--- src/rtl/text_loader_if.sv ---
// Byte-stream input and Text-memory write port of the boot loader.
// The master drives the byte stream; the slave (the loader) returns
// in_ready, drives the memory write port and reports load status.
interface text_loader_if #(
    parameter int ADDR_W = 32
);
    logic              in_valid;
    logic [7:0]        in_data;
    logic              in_ready;
    logic [ADDR_W-1:0] w_addr;
    logic              w_en;
    logic [31:0]       w_data;
    logic              core_rst;
    logic              done;
    logic              err;

    modport master (
        output in_valid, in_data,
        input  in_ready, w_addr, w_en, w_data, core_rst, done, err
    );

    modport slave (
        input  in_valid, in_data,
        output in_ready, w_addr, w_en, w_data, core_rst, done, err
    );
endinterface

--- src/rtl/text_loader.sv ---
// Boot-time Text memory writer. Stream format: 16-bit word count N (MSB
// first) followed by N big-endian 32-bit words. Each assembled word is
// written with a one-cycle w_en pulse at consecutive word addresses from 0.
// The core is held in reset until all N words are written; a count larger
// than DEPTH parks the loader in an error state with the core still in reset.
module text_loader #(
    parameter int DEPTH  = 1024,
    parameter int ADDR_W = 32
) (
    input logic          clk,
    input logic          rst,
    text_loader_if.slave bus
);
    typedef enum logic [2:0] {
        S_LEN_HI,
        S_LEN_LO,
        S_WORD,
        S_WRITE,
        S_DONE,
        S_ERR
    } state_t;

    state_t            r_state;
    logic [7:0]        r_len_hi;
    logic [15:0]       r_len;
    logic [1:0]        r_bcnt;
    logic [23:0]       r_shift;
    logic [ADDR_W-1:0] r_addr;
    logic [31:0]       r_data;
    logic              r_wen;
    logic              r_ready;
    logic              r_done;
    logic              r_err;
    logic              r_core_rst;

    logic              w_fire;
    logic [15:0]       w_len_rx;
    logic              w_last;

    // A byte moves only when offered and the registered ready is high.
    assign w_fire   = bus.in_valid & r_ready;
    // Full count as it appears while the low count byte is on the bus.
    assign w_len_rx = {r_len_hi, bus.in_data};
    // The word being written is the final one of the image (N >= 1 here).
    assign w_last   = (r_addr == ADDR_W'(r_len - 16'd1));

    assign bus.in_ready = r_ready;
    assign bus.w_addr   = r_addr;
    assign bus.w_en     = r_wen;
    assign bus.w_data   = r_data;
    assign bus.core_rst = r_core_rst;
    assign bus.done     = r_done;
    assign bus.err      = r_err;

    // Loader FSM; every output is registered and set together with the
    // state it belongs to, so ready/done/core_rst change on the same edge.
    always_ff @(posedge clk or posedge rst) begin
        if (rst) begin
            r_state    <= S_LEN_HI;
            r_len_hi   <= 8'd0;
            r_len      <= 16'd0;
            r_bcnt     <= 2'd0;
            r_addr     <= '0;
            r_data     <= 32'd0;
            r_wen      <= 1'b0;
            r_ready    <= 1'b0;
            r_done     <= 1'b0;
            r_err      <= 1'b0;
            r_core_rst <= 1'b1;
        end else begin
            r_wen <= 1'b0;
            case (r_state)
                S_LEN_HI: begin
                    // Ready rises on the first edge after reset is released.
                    r_ready <= 1'b1;
                    if (w_fire) begin
                        r_len_hi <= bus.in_data;
                        r_state  <= S_LEN_LO;
                    end
                end
                S_LEN_LO: begin
                    if (w_fire) begin
                        r_len <= w_len_rx;
                        if (w_len_rx == 16'd0) begin
                            r_state    <= S_DONE;
                            r_done     <= 1'b1;
                            r_core_rst <= 1'b0;
                            r_ready    <= 1'b0;
                        end else if (32'(w_len_rx) > 32'(DEPTH)) begin
                            r_state <= S_ERR;
                            r_err   <= 1'b1;
                            r_ready <= 1'b0;
                        end else begin
                            r_state <= S_WORD;
                        end
                    end
                end
                S_WORD: begin
                    if (w_fire) begin
                        r_bcnt <= r_bcnt + 2'd1;
                        if (r_bcnt == 2'd3) begin
                            r_state <= S_WRITE;
                            r_wen   <= 1'b1;
                            r_data  <= {r_shift, bus.in_data};
                            r_ready <= 1'b0;
                        end
                    end
                end
                S_WRITE: begin
                    // Address stays on the last word so it never exceeds N-1.
                    if (w_last) begin
                        r_state    <= S_DONE;
                        r_done     <= 1'b1;
                        r_core_rst <= 1'b0;
                    end else begin
                        r_addr  <= r_addr + ADDR_W'(1);
                        r_state <= S_WORD;
                        r_ready <= 1'b1;
                    end
                end
                S_DONE: begin
                    r_ready <= 1'b0;
                end
                S_ERR: begin
                    r_ready <= 1'b0;
                end
                default: begin
                    r_state <= S_LEN_HI;
                end
            endcase
        end
    end

    // Byte assembly; the first three bytes of a word collect here and the
    // fourth is appended straight from the bus when the word is committed.
    always_ff @(posedge clk) begin
        if (r_state == S_WORD && w_fire) begin
            r_shift <= {r_shift[15:0], bus.in_data};
        end
    end
endmodule
--- src/flat_wrapper.sv ---
// flat-port wrapper written by rule: the top's interface ports become plain ports
module text_loader_flat 
#(
    parameter int DEPTH  = 1024,
    parameter int ADDR_W = 32
)
  (clk, rst, bus_in_valid, bus_in_data, bus_in_ready, bus_w_addr, bus_w_en, bus_w_data, bus_core_rst, bus_done, bus_err);
  text_loader_if #(.ADDR_W(ADDR_W)) bus_i ();
  input logic clk;
  input logic rst;
  input wire logic [$bits(bus_i.in_valid)-1:0] bus_in_valid;
  input wire logic [$bits(bus_i.in_data)-1:0] bus_in_data;
  output wire logic [$bits(bus_i.in_ready)-1:0] bus_in_ready;
  output wire logic [$bits(bus_i.w_addr)-1:0] bus_w_addr;
  output wire logic [$bits(bus_i.w_en)-1:0] bus_w_en;
  output wire logic [$bits(bus_i.w_data)-1:0] bus_w_data;
  output wire logic [$bits(bus_i.core_rst)-1:0] bus_core_rst;
  output wire logic [$bits(bus_i.done)-1:0] bus_done;
  output wire logic [$bits(bus_i.err)-1:0] bus_err;
  assign bus_i.in_valid = bus_in_valid;
  assign bus_i.in_data = bus_in_data;
  assign bus_in_ready = bus_i.in_ready;
  assign bus_w_addr = bus_i.w_addr;
  assign bus_w_en = bus_i.w_en;
  assign bus_w_data = bus_i.w_data;
  assign bus_core_rst = bus_i.core_rst;
  assign bus_done = bus_i.done;
  assign bus_err = bus_i.err;
  text_loader #(.DEPTH(DEPTH), .ADDR_W(ADDR_W)) u_core (.clk(clk), .rst(rst), .bus(bus_i));
endmodule
--- config.mk ---
export PLATFORM = sky130hd
export DESIGN_NAME = text_loader_flat
export DESIGN_NICKNAME = d
export VERILOG_FILES = /design/src/rtl/text_loader_if.sv /design/src/rtl/text_loader.sv /design/src/flat_wrapper.sv
export SDC_FILE = /design/constraint.sdc
export NUM_CORES = 1
export LEC_CHECK = 0
export ABC_CLOCK_PERIOD_IN_PS = 4100
export CAP_MARGIN = 10
export CORE_ASPECT_RATIO = 1.25
export CORE_MARGIN = 5
export CORE_UTILIZATION = 30
export DETAILED_ROUTE_END_ITERATION = 8
export SYNTH_ARGS = -nofsm -noshare
export SYNTH_HDL_FRONTEND = slang
export SYNTH_SLANG_ARGS = --single-unit
--- constraint.sdc ---
create_clock -name clk -period 4.1 [get_ports clk]
set_input_delay 1.025 -clock clk [delete_from_list [all_inputs] [get_ports clk]]
set_output_delay 1.025 -clock clk [all_outputs]
set_load 0.05 [all_outputs]
==> reports/metrics.csv <==
stage,metric,value,unit
outcome,status,finished clean,
finish,most frequent cells in the layout,"dfrtp_1 (97), clkdlybuf4s50_1 (79), mux2_2 (55), xnor2_1 (41), edfxtp_1 (24)",
drt,DR top layer,met4,
cts,total CTS buffers,17,
timing,# setup viols final,0,
hold_path,hold path depth,0,
drt,per-cell routed wire length,16.6,um
placement,Final HPWL DP,8810,um
cts,worst-skew pair later-pin latency,0.42,ns
timing,post-route setup TNS,0,ns
grt,largest net degree at the start of global routing,56,
finish,"commonest non-fill, non-tap cell in the layout",dfrtp_1,
placement,port bufs,79,
grt,number of global-route vias before repair,3965,
timing,Max Slew Vio Count,0,
logic_synthesis,Mean Syn Cell Area,12.6,um2
hold_path,Hold WC Path Type,register to register,
cts,Bufs on Longest Clock Path,2,
drt,wire length on met1,5770,um
logic_synthesis,number of enable flip-flop cells after synthesis,24,
logic_synthesis,sequential element share of the synthesized area,58.2,%
logic_synthesis,share of async-settable or async-resettable flops after synthesis,80.3,%
power,VDD IR-drop max,0.000373,V
timing,Worst Tran Pin Value,1.08,ns
cts,H-tree level count,4,
drt,initial DRC count,193,
drt,DR WL met3,747,um
timing,RSZ-0062 raised after global routing,false,
grt,initial antenna violation count,0,
drt,via count,3810,
logic_synthesis,cell area after synthesis,5460,um2
hold_path,worst hold endpoint,u_core.r_shift[14],
setup_path,worst-path fanout max,29,
setup_path,worst r2r dst,u_core.bus.w_addr[7],
drt,drt pass-1 iters,5,
finish,layout cells sized above 1,19.7,%
setup_path,WP data required,4.44,ns
finish,Ant. Diodes,0,
drt,antenna-violating nets left,0,
placement,GPL Wtd Cong,0.840,
setup_path,R2R cell count,10,
logic_synthesis,Syn Nets,446,
floorplanning,Die Area,21000,um2
power,total power,2.81,mW
setup_path,Setup crit end kind,register,
floorplanning,IO Count,80,
drt,DRT Wirelength,12600,um
grt,Tot GR Track Use,12.7,%
power,Leakage,3.03,nW
floorplanning,Die Y-Extent,161,um
cts,CTS Hold Buffers Added,0,
setup_path,r2r setup slk,0.87,ns
cts,Resized cells post-CTS,0,
drt,drt drc,0,
setup_path,Reg2Reg Launch Point,u_core.r_len[0],
cts,CTS sink cnt,122,
flow_run,max_cap viols,0,
floorplanning,core area,18000,um2
floorplanning,Initial Util,30.3,%
drt,via/cell ratio,5.01,
logic_synthesis,Synth cell types,54,
power,P per Cell Area,395,nW/um2
grt,first-pass GRT wire length,20900,um
setup_path,critical path class,register to register,
timing,crit share post-route,78.9,%
logic_synthesis,Synthesis Warnings,0,
cts,"CTS clk-pin slew, worst paths",0.05,ns
grt,grt ovf,0,
cts,post-CTS setup buffer count,0,
hold_path,min-delay src,u_core.r_shift[6],
logic_synthesis,#FFs+latches synth,122,
timing,fin crit period,3.23,ns
logic_synthesis,Main synth FF type,dfrtp_1,
floorplanning,chip width,131,um
timing,Max Fclk,309,MHz
timing,"Hold Vio Cnt, Final",0,
logic_synthesis,cells after synthesis,432,
cts,CTS tree,yes,
setup_path,startpoint types,register,
drt,met2 routed WL,5910,um
cts,Clock Tree Root,clkbuf_16,
timing,clk_skew,0.00553,ns
setup_path,Worst EP arrival,3.57,ns
timing,Slew HR,28.0,%
floorplanning,num rows,55,
finish,synthesis-to-layout area growth,30.6,%
finish,nets@finish,533,
-- where the power goes --
part / leakage [nW] / total, mW / internal [mW] / switching [mW]
clock network: 0.295 / 1.54 / 1.00 / 0.534
logic: 1.18 / 0.0394 / 0.0114 / 0.0280
registers: 1.56 / 1.24 / 1.24 / 0
-- worst max path at each step --
stage / from / endpoint / slack [ns]
2_1_floorplan: rst / u_core.bus.done / 0.51
6_report: u_core.r_len[0] / u_core.bus.w_addr[7] / 0.87
4_1_cts: u_core.r_len[0] / u_core.bus.w_addr[7] / 0.85
3_3_place_gp: bus_in_valid / u_core.bus.done / 0.96
3_5_place_dp: u_core.r_len[0] / u_core.bus.w_addr[7] / 0.88
5_1_grt: u_core.r_len[0] / u_core.bus.w_addr[31] / 0.65
-- cell usage after synthesis (11+ instances only) --
library cell	count	area share, %
clkbuf_1	11	0.76
nand2_1	16	1.1
inv_1	13	0.89
nand4_1	20	2.3
mux2_2	55	11
xor2_1	11	1.8
xnor2_1	41	6.6
nor2_1	18	1.2
nor3_1	14	1.3
nand3_1	20	1.8
dfrtp_1	97	44
nor4_1	12	1.4
edfxtp_1	24	13
-- metal layers --
metal / track usage, % / up-vias
met3: 3.99 / 18
met2: 19.1 / 122
met5: 0 / -
li1: - / 1758
met4: 4.96 / 0
met1: 16.9 / 1912
-- worst max-delay path: stages (launching register included) --
cell and delay, ns:
dfrtp_1 0.41, inv_1 0.08, ha_1 0.24, or3b_2 0.52, nor3_1 0.21, or3b_2 0.47
a311oi_1 0.42, nand4_4 0.22, buf_4 0.30, nand4_1 0.16, xnor2_1 0.13
-- cells by family after synthesis --
kind of cell	after synthesis	share of synthesized area (%)
buffers and inverters	31	2.57
xor gates and xnor gates	52	8.34
and+or+nand+nor	137	14.4
adders and majority gates	3	0.688
DFF	122	58.2
muxes	58	11.9
AOI/OAI and AO/OA	29	3.94
-- cell type report --
| class | count | area (um2) |
|---|---|---|
| clock buffers | 22 | 474 |
| clock inverters | 10 | 140 |
| fillers | 1716 | 10900 |
| inverters | 13 | 51.3 |
| multi-input cells | 279 | 2150 |
| flip-flops and latches | 122 | 3170 |
| well taps | 228 | 285 |
| repair buffers | 86 | 856 |
-- stage by stage --
stage / utilization (%) / hold slack, ns / cells / worst slack, ns / area (um2)
after floorplan: - / 0.422 / 432 / 0.515 / 5460
after global placement: 36.1 / 0.423 / 728 / 0.960 / 6520
after detailed placement: 36.1 / 0.431 / 728 / 0.879 / 6520
after CTS: 39.5 / 0.441 / 760 / 0.853 / 7130
after global routing: 39.5 / 0.442 / 760 / 0.655 / 7130
final: 39.5 / 0.435 / 760 / 0.865 / 7130
-- registers in the layout, summed over array words and instances, names as in the netlist --
name                 cells
u_core.r_state           3
u_core.bus.err           1
u_core.bus.core_rst      1
u_core.r_shift          24
u_core.r_len            16
u_core.r_len_hi          8
u_core.bus.done          1
u_core.r_bcnt            2
u_core.bus.w_data       32
u_core.bus.w_addr       32
u_core.bus.in_ready      1
u_core.bus.w_en          1
No activity file was read; power rests on OpenSTA's default activity.
==> variant 1 (same settings) <==
`DEPTH` is set to 1024 in 2 places; all go to 768.
--- a/src/rtl/text_loader.sv
+++ b/src/rtl/text_loader.sv
@@ -6,3 +6,3 @@
 module text_loader #(
-    parameter int DEPTH  = 1024,
+    parameter int DEPTH  = 768,
     parameter int ADDR_W = 32
--- a/src/flat_wrapper.sv
+++ b/src/flat_wrapper.sv
@@ -3,3 +3,3 @@
 #(
-    parameter int DEPTH  = 1024,
+    parameter int DEPTH  = 768,
     parameter int ADDR_W = 32
Behaviour: not the same (Yosys sat finds a counterexample within 4 cycles, from zero or initial values and one cycle with rst high).
==> variant 1 against the original RTL <==
Synthesized cell count grew 0.93%; critical path depth up 1; wire length grew 1.5%; worst setup slack improved by 0.047 ns; area after synthesis increased by 0.39%; cell area down 0.32%; via count fell by 1.2%; sequential cell count stayed put; critical path type unchanged; largest cell class unchanged; highest routed layer unchanged.
Power is not compared: it rests on default switching activity, and its combinational part moved more than twofold at a synthesized area within 25%.
==> variant 1: results (changes against the original RTL) <==
relative slew slack -> 56.6% (+29 points)
drt via density -> 4.94 (-1.4%)
Clk Tree Root Cell -> clkbuf_16
gr usage total -> 12.6% (-0.094 points)
clk_skew -> 0.00691 ns (+0.00138 ns)
clock buffer depth -> 2 (unchanged)
wire per inst -> 16.8 um (+1.2%)
H-tree depth -> 4 (unchanged)
Max IR drop VDD -> 0.289 mV
Antenna diodes -> 0 (unchanged)
Synth area leaders -> dfrtp_1 (44%), edfxtp_1 (13%), mux2_2 (11%), xnor2_1 (6.6%), nand3_2 (2.2%)
cell family with most CP delay -> simple AND/OR/NAND/NOR gates
Seq pwr share -> 44.1%
number of synthesized flops with an enable pin -> 24 (unchanged)
Layout fillers -> 1730 (+0.82%)
mux contribution to synthesized area -> 11.5% (-0.43 points)
largest net degree at the start of global routing -> 66 (+18%)
CTS buffer count -> 17 (unchanged)
Slowest-stage cell, CP -> or4_1
adder-cell share of the synthesized area -> 0.685% (-0.0027 points)
Skew-Pair Late Insertion Delay -> 0.41 ns
Pleak -> 2.94 nW
clock slew at reported path FFs -> 0.06 ns
first-pass GRT wire length -> 20600 um (-1.3%)
Synth Flop Type -> dfrtp_1
Layout Nets -> 535 (+0.38%)
XOR/XNOR share of the synthesized area -> 8.47% (+0.13 points)
Synth Net Count -> 450 (+0.90%)
Compound-Gate Fraction of Synth Area -> 3.61% (-0.34 points)
RD Place Congestion -> 0.787 (-6.3%)
internal power -> 0.00255 W
half-perimeter wire length after placement -> 8890 um (+0.93%)
Clk. pwr -> 0.00146 W
vias in the first global route -> 3883 (-2.1%)
initial antenna violation count -> 0 (unchanged)
post_cts resized -> 0 (unchanged)
Worst Path Arrival -> 3.55 ns (-0.02 ns)
status -> finished clean
share of cells above drive strength 1 -> 20.4% (+0.68 points)
synth cell count leaders -> dfrtp_1 (97), mux2_2 (54), xnor2_1 (41)
PortBufs -> 79 (unchanged)
first-pass iteration count of the detailed router -> 5 (unchanged)
Yosys Warn Count -> 0 (unchanged)
max incr delay on CP -> 0.49 ns (-0.03 ns)
initial DRC count -> 186 (-3.6%)
Setup Fix Bufs, Post-CTS -> 0 (unchanged)
Post-synth ARST share -> 80.3% (unchanged)
Yosys cell types -> 50 (-7.4%)
worst hold path type -> flop to flop
CP Max Fanout -> 33 (+14%)
register area share after synthesis -> 57.9% (-0.23 points)
## variant 1: layout make-up
type	count	area, sq um	share of cell area (%)
Sequential cell	122	3170	44.7
Multi-Input combinational cell	287	2190	30.8
Timing Repair Buffer	85	848	11.9
Clock inverter	11	120	1.69
Tap cell	228	285	4.01
Inverter	8	31.3	0.440
Clock buffer	21	460	6.48
## variant 1: path summary, 6_finish.rpt
check                                                     to  depth (start not counted)                         from  slack [ns]
setup / recovery                 u_core.bus.done$_DFFE_PP0P_                         11  u_core.r_len[0]$_DFFE_PP0P_        0.91
hold / removal                  u_core.r_shift[10]$_DFFE_PP_                          0  u_core.r_shift[2]$_DFFE_PP_        0.44
setup reg to reg                 u_core.bus.done$_DFFE_PP0P_                         11  u_core.r_len[0]$_DFFE_PP0P_        0.91
hold reg to reg                 u_core.r_shift[10]$_DFFE_PP_                          0  u_core.r_shift[2]$_DFFE_PP_        0.44
max in group asynchronous     u_core.r_len_hi[3]$_DFFE_PP0P_                          3                          rst        2.34
min in group asynchronous  u_core.bus.w_data[30]$_DFFE_PP0P_                          2                          rst        1.01
## variant 1: per-stage QoR
| step | instances | area (sq um) | hold WS, ns | setup WS (ns) | power, W |
|---|---|---|---|---|---|
| after floorplan | 436 | 5490 | 0.422 | 0.324 | 0.00193 |
| after CTS | 762 | 7110 | 0.445 | 0.939 | 0.00357 |
| after detailed placement | 730 | 6530 | 0.430 | 0.941 | 0.00209 |
| final | 762 | 7110 | 0.444 | 0.913 | 0.00353 |
| after global placement | 730 | 6530 | 0.425 | 0.950 | 0.00207 |
| after global routing | 762 | 7110 | 0.453 | 0.772 | 0.00370 |
## variant 1: layer usage
metal,routed length [um],global-route usage [%],vias up
li1,-,-,1746
met1,5900,16.9,1884
met2,5920,19.3,112
met3,766,3.77,23
met4,241,4.35,0
met5,0,0,-
==> variant 2 (config.mk and constraints unchanged) <==
Made on the original files. Make the reset (`rst`) synchronous in one clocked block.
--- a/src/rtl/text_loader.sv
+++ b/src/rtl/text_loader.sv
@@ -56,3 +56,3 @@
     // state it belongs to, so ready/done/core_rst change on the same edge.
-    always_ff @(posedge clk or posedge rst) begin
+    always_ff @(posedge clk) begin
         if (rst) begin
Check against the original RTL: differs if rst is asserted again (counterexample within 4 cycles, from zero or initial values and one cycle with rst high); with rst held inactive, the same outputs for 10 cycles.
==> variant 2 against the original RTL <==
Area after synthesis up 2.6%; sequential cell count unchanged; cell area about the same; worst setup slack worse by 0.077 ns; wire length up 14%; hold slack better by 0.019 ns; first-iteration DRC count up 49%.
Power is not compared: it rests on default switching activity, and its combinational part moved more than twofold at a synthesized area within 25%.
==> variant 2: results (changes against the original RTL) <==
R2R setup slack -> 0.79 ns (-0.08 ns)
final WL -> 14400 um (+14%)
DR WL met3 -> 504 um (-33%)
clock buffer depth -> 2 (unchanged)
placed insts -> 913 (+25%)
share of cells above drive strength 1 -> 7.39% (-12 points)
drt via density -> 5.07 (+1.1%)
synth cell count leaders -> nand2_1 (132), dfxtp_1 (98), a21oi_1 (91)
Post-Syn Instances -> 639 (+48%)
reg2reg path depth -> 11 (+1)
max_cap viols -> 0 (unchanged)
Layout fillers -> 1827 (+6.5%)
RD Place Congestion -> 0.774 (-7.8%)
DRT met1 WL -> 6280 um (+9.0%)
Synth Flop Type -> dfxtp_1
R2R Path Start -> u_core.r_len[0]$_SDFFE_PP0P_
Post-synth ARST share -> 0% (-80 points)
PortBufs -> 79 (unchanged)
adder-cell share of the synthesized area -> 0.670% (-0.017 points)
placement-stage cell area -> 0.00653 sq mm (+0.29%)
r2r endpoint -> u_core.bus.w_addr[5]$_SDFFE_PP0P_
status -> finished clean
Worst Path Arrival -> 3.62 ns (+0.05 ns)
hold_sp -> u_core.bus.w_data[20]$_SDFFE_PP0P_
Compound-Gate Fraction of Synth Area -> 16.1% (+12 points)
final critical-path required period -> 3.31 ns (+0.0765 ns)
initial DRC count -> 288 (+49%)
XOR/XNOR share of the synthesized area -> 3.91% (-4.4 points)
metal2 WL -> 7270 um (+23%)
first-pass GRT wire length -> 23600 um (+13%)
relative slew slack -> 46.1% (+18 points)
Critical Path Start -> u_core.r_len[0]$_SDFFE_PP0P_
Synth Net Count -> 653 (+46%)
Yosys cell types -> 62 (+15%)
Pleak -> 2.30 nW
highest routed layer -> met4
gr usage total -> 13.5% (+0.84 points)
via count -> 4788 (+26%)
Place WS -> 0.825 ns (-0.0534 ns)
vias in the first global route -> 4600 (+16%)
mux contribution to synthesized area -> 0.827% (-11 points)
half-perimeter wire length after placement -> 9910 um (+12%)
CP Max Fanout -> 52 (+79%)
register area share after synthesis -> 47.9% (-10 points)
clk_skew -> 0.00936 ns (+0.00383 ns)
Layout Nets -> 718 (+35%)
largest net degree at the start of global routing -> 75 (+34%)
Synth area leaders -> dfxtp_1 (35%), edfxtp_1 (13%), nand2_1 (8.8%), a21oi_1 (8.1%), or4_1 (3.4%)
first-pass iteration count of the detailed router -> 4 (-1)
variant 2: power groups by stage:
stage / Combinational, W / Sequential, W / Clock, W
3_3_place_gp: 0.000259 / 0.00129 / 0
2_1_floorplan: 0.000185 / 0.00129 / 0
5_1_grt: 0.000286 / 0.00127 / 0.00158
4_1_cts: 0.000261 / 0.00127 / 0.00154
6_report: 0.000260 / 0.00127 / 0.00150
3_5_place_dp: 0.000260 / 0.00129 / 0
variant 2: layout make-up:
| class | count | area [sq um] | share of cell area (%) |
|---|---|---|---|
| clock buffer | 26 | 510 | 7.16 |
| clock inverter | 6 | 86.3 | 1.21 |
| inverter | 6 | 22.5 | 0.316 |
| multi-input combinational | 468 | 2670 | 37.4 |
| sequential | 122 | 2680 | 37.6 |
| tap | 228 | 285 | 4.00 |
| timing repair buffer | 89 | 876 | 12.3 |
variant 2: worst min-delay path by stage:
stage,end,slack [ns],depth (start not counted)
floorplan,u_core.r_shift[10]$_DFFE_PP_,0.43,0
global placement,u_core.r_shift[15]$_DFFE_PP_,0.43,0
detailed placement,u_core.r_shift[16]$_DFFE_PP_,0.44,0
CTS,u_core.bus.w_data[20]$_SDFFE_PP0P_,0.45,2
global route,u_core.r_shift[22]$_DFFE_PP_,0.46,0
finish,u_core.bus.w_data[20]$_SDFFE_PP0P_,0.45,2
variant 2: layer usage:
metal / track usage, % / vias to the layer above
li1: - / 2427
met1: 16.2 / 2256
met2: 23.3 / 82
met3: 2.75 / 23
met4: 6.16 / 0
met5: 0 / -
variant 2: worst max-delay path, cell delays in order, from the launching register on:
cell	delay (ns)
dfxtp_1	0.37
inv_1	0.10
ha_1	0.26
or3b_1	0.46
nor4_1	0.28
a31oi_1	0.06
or3_1	0.34
a211oi_2	0.44
and3_1	0.28
buf_12	0.23
nor4_2	0.08
mux2_4	0.30
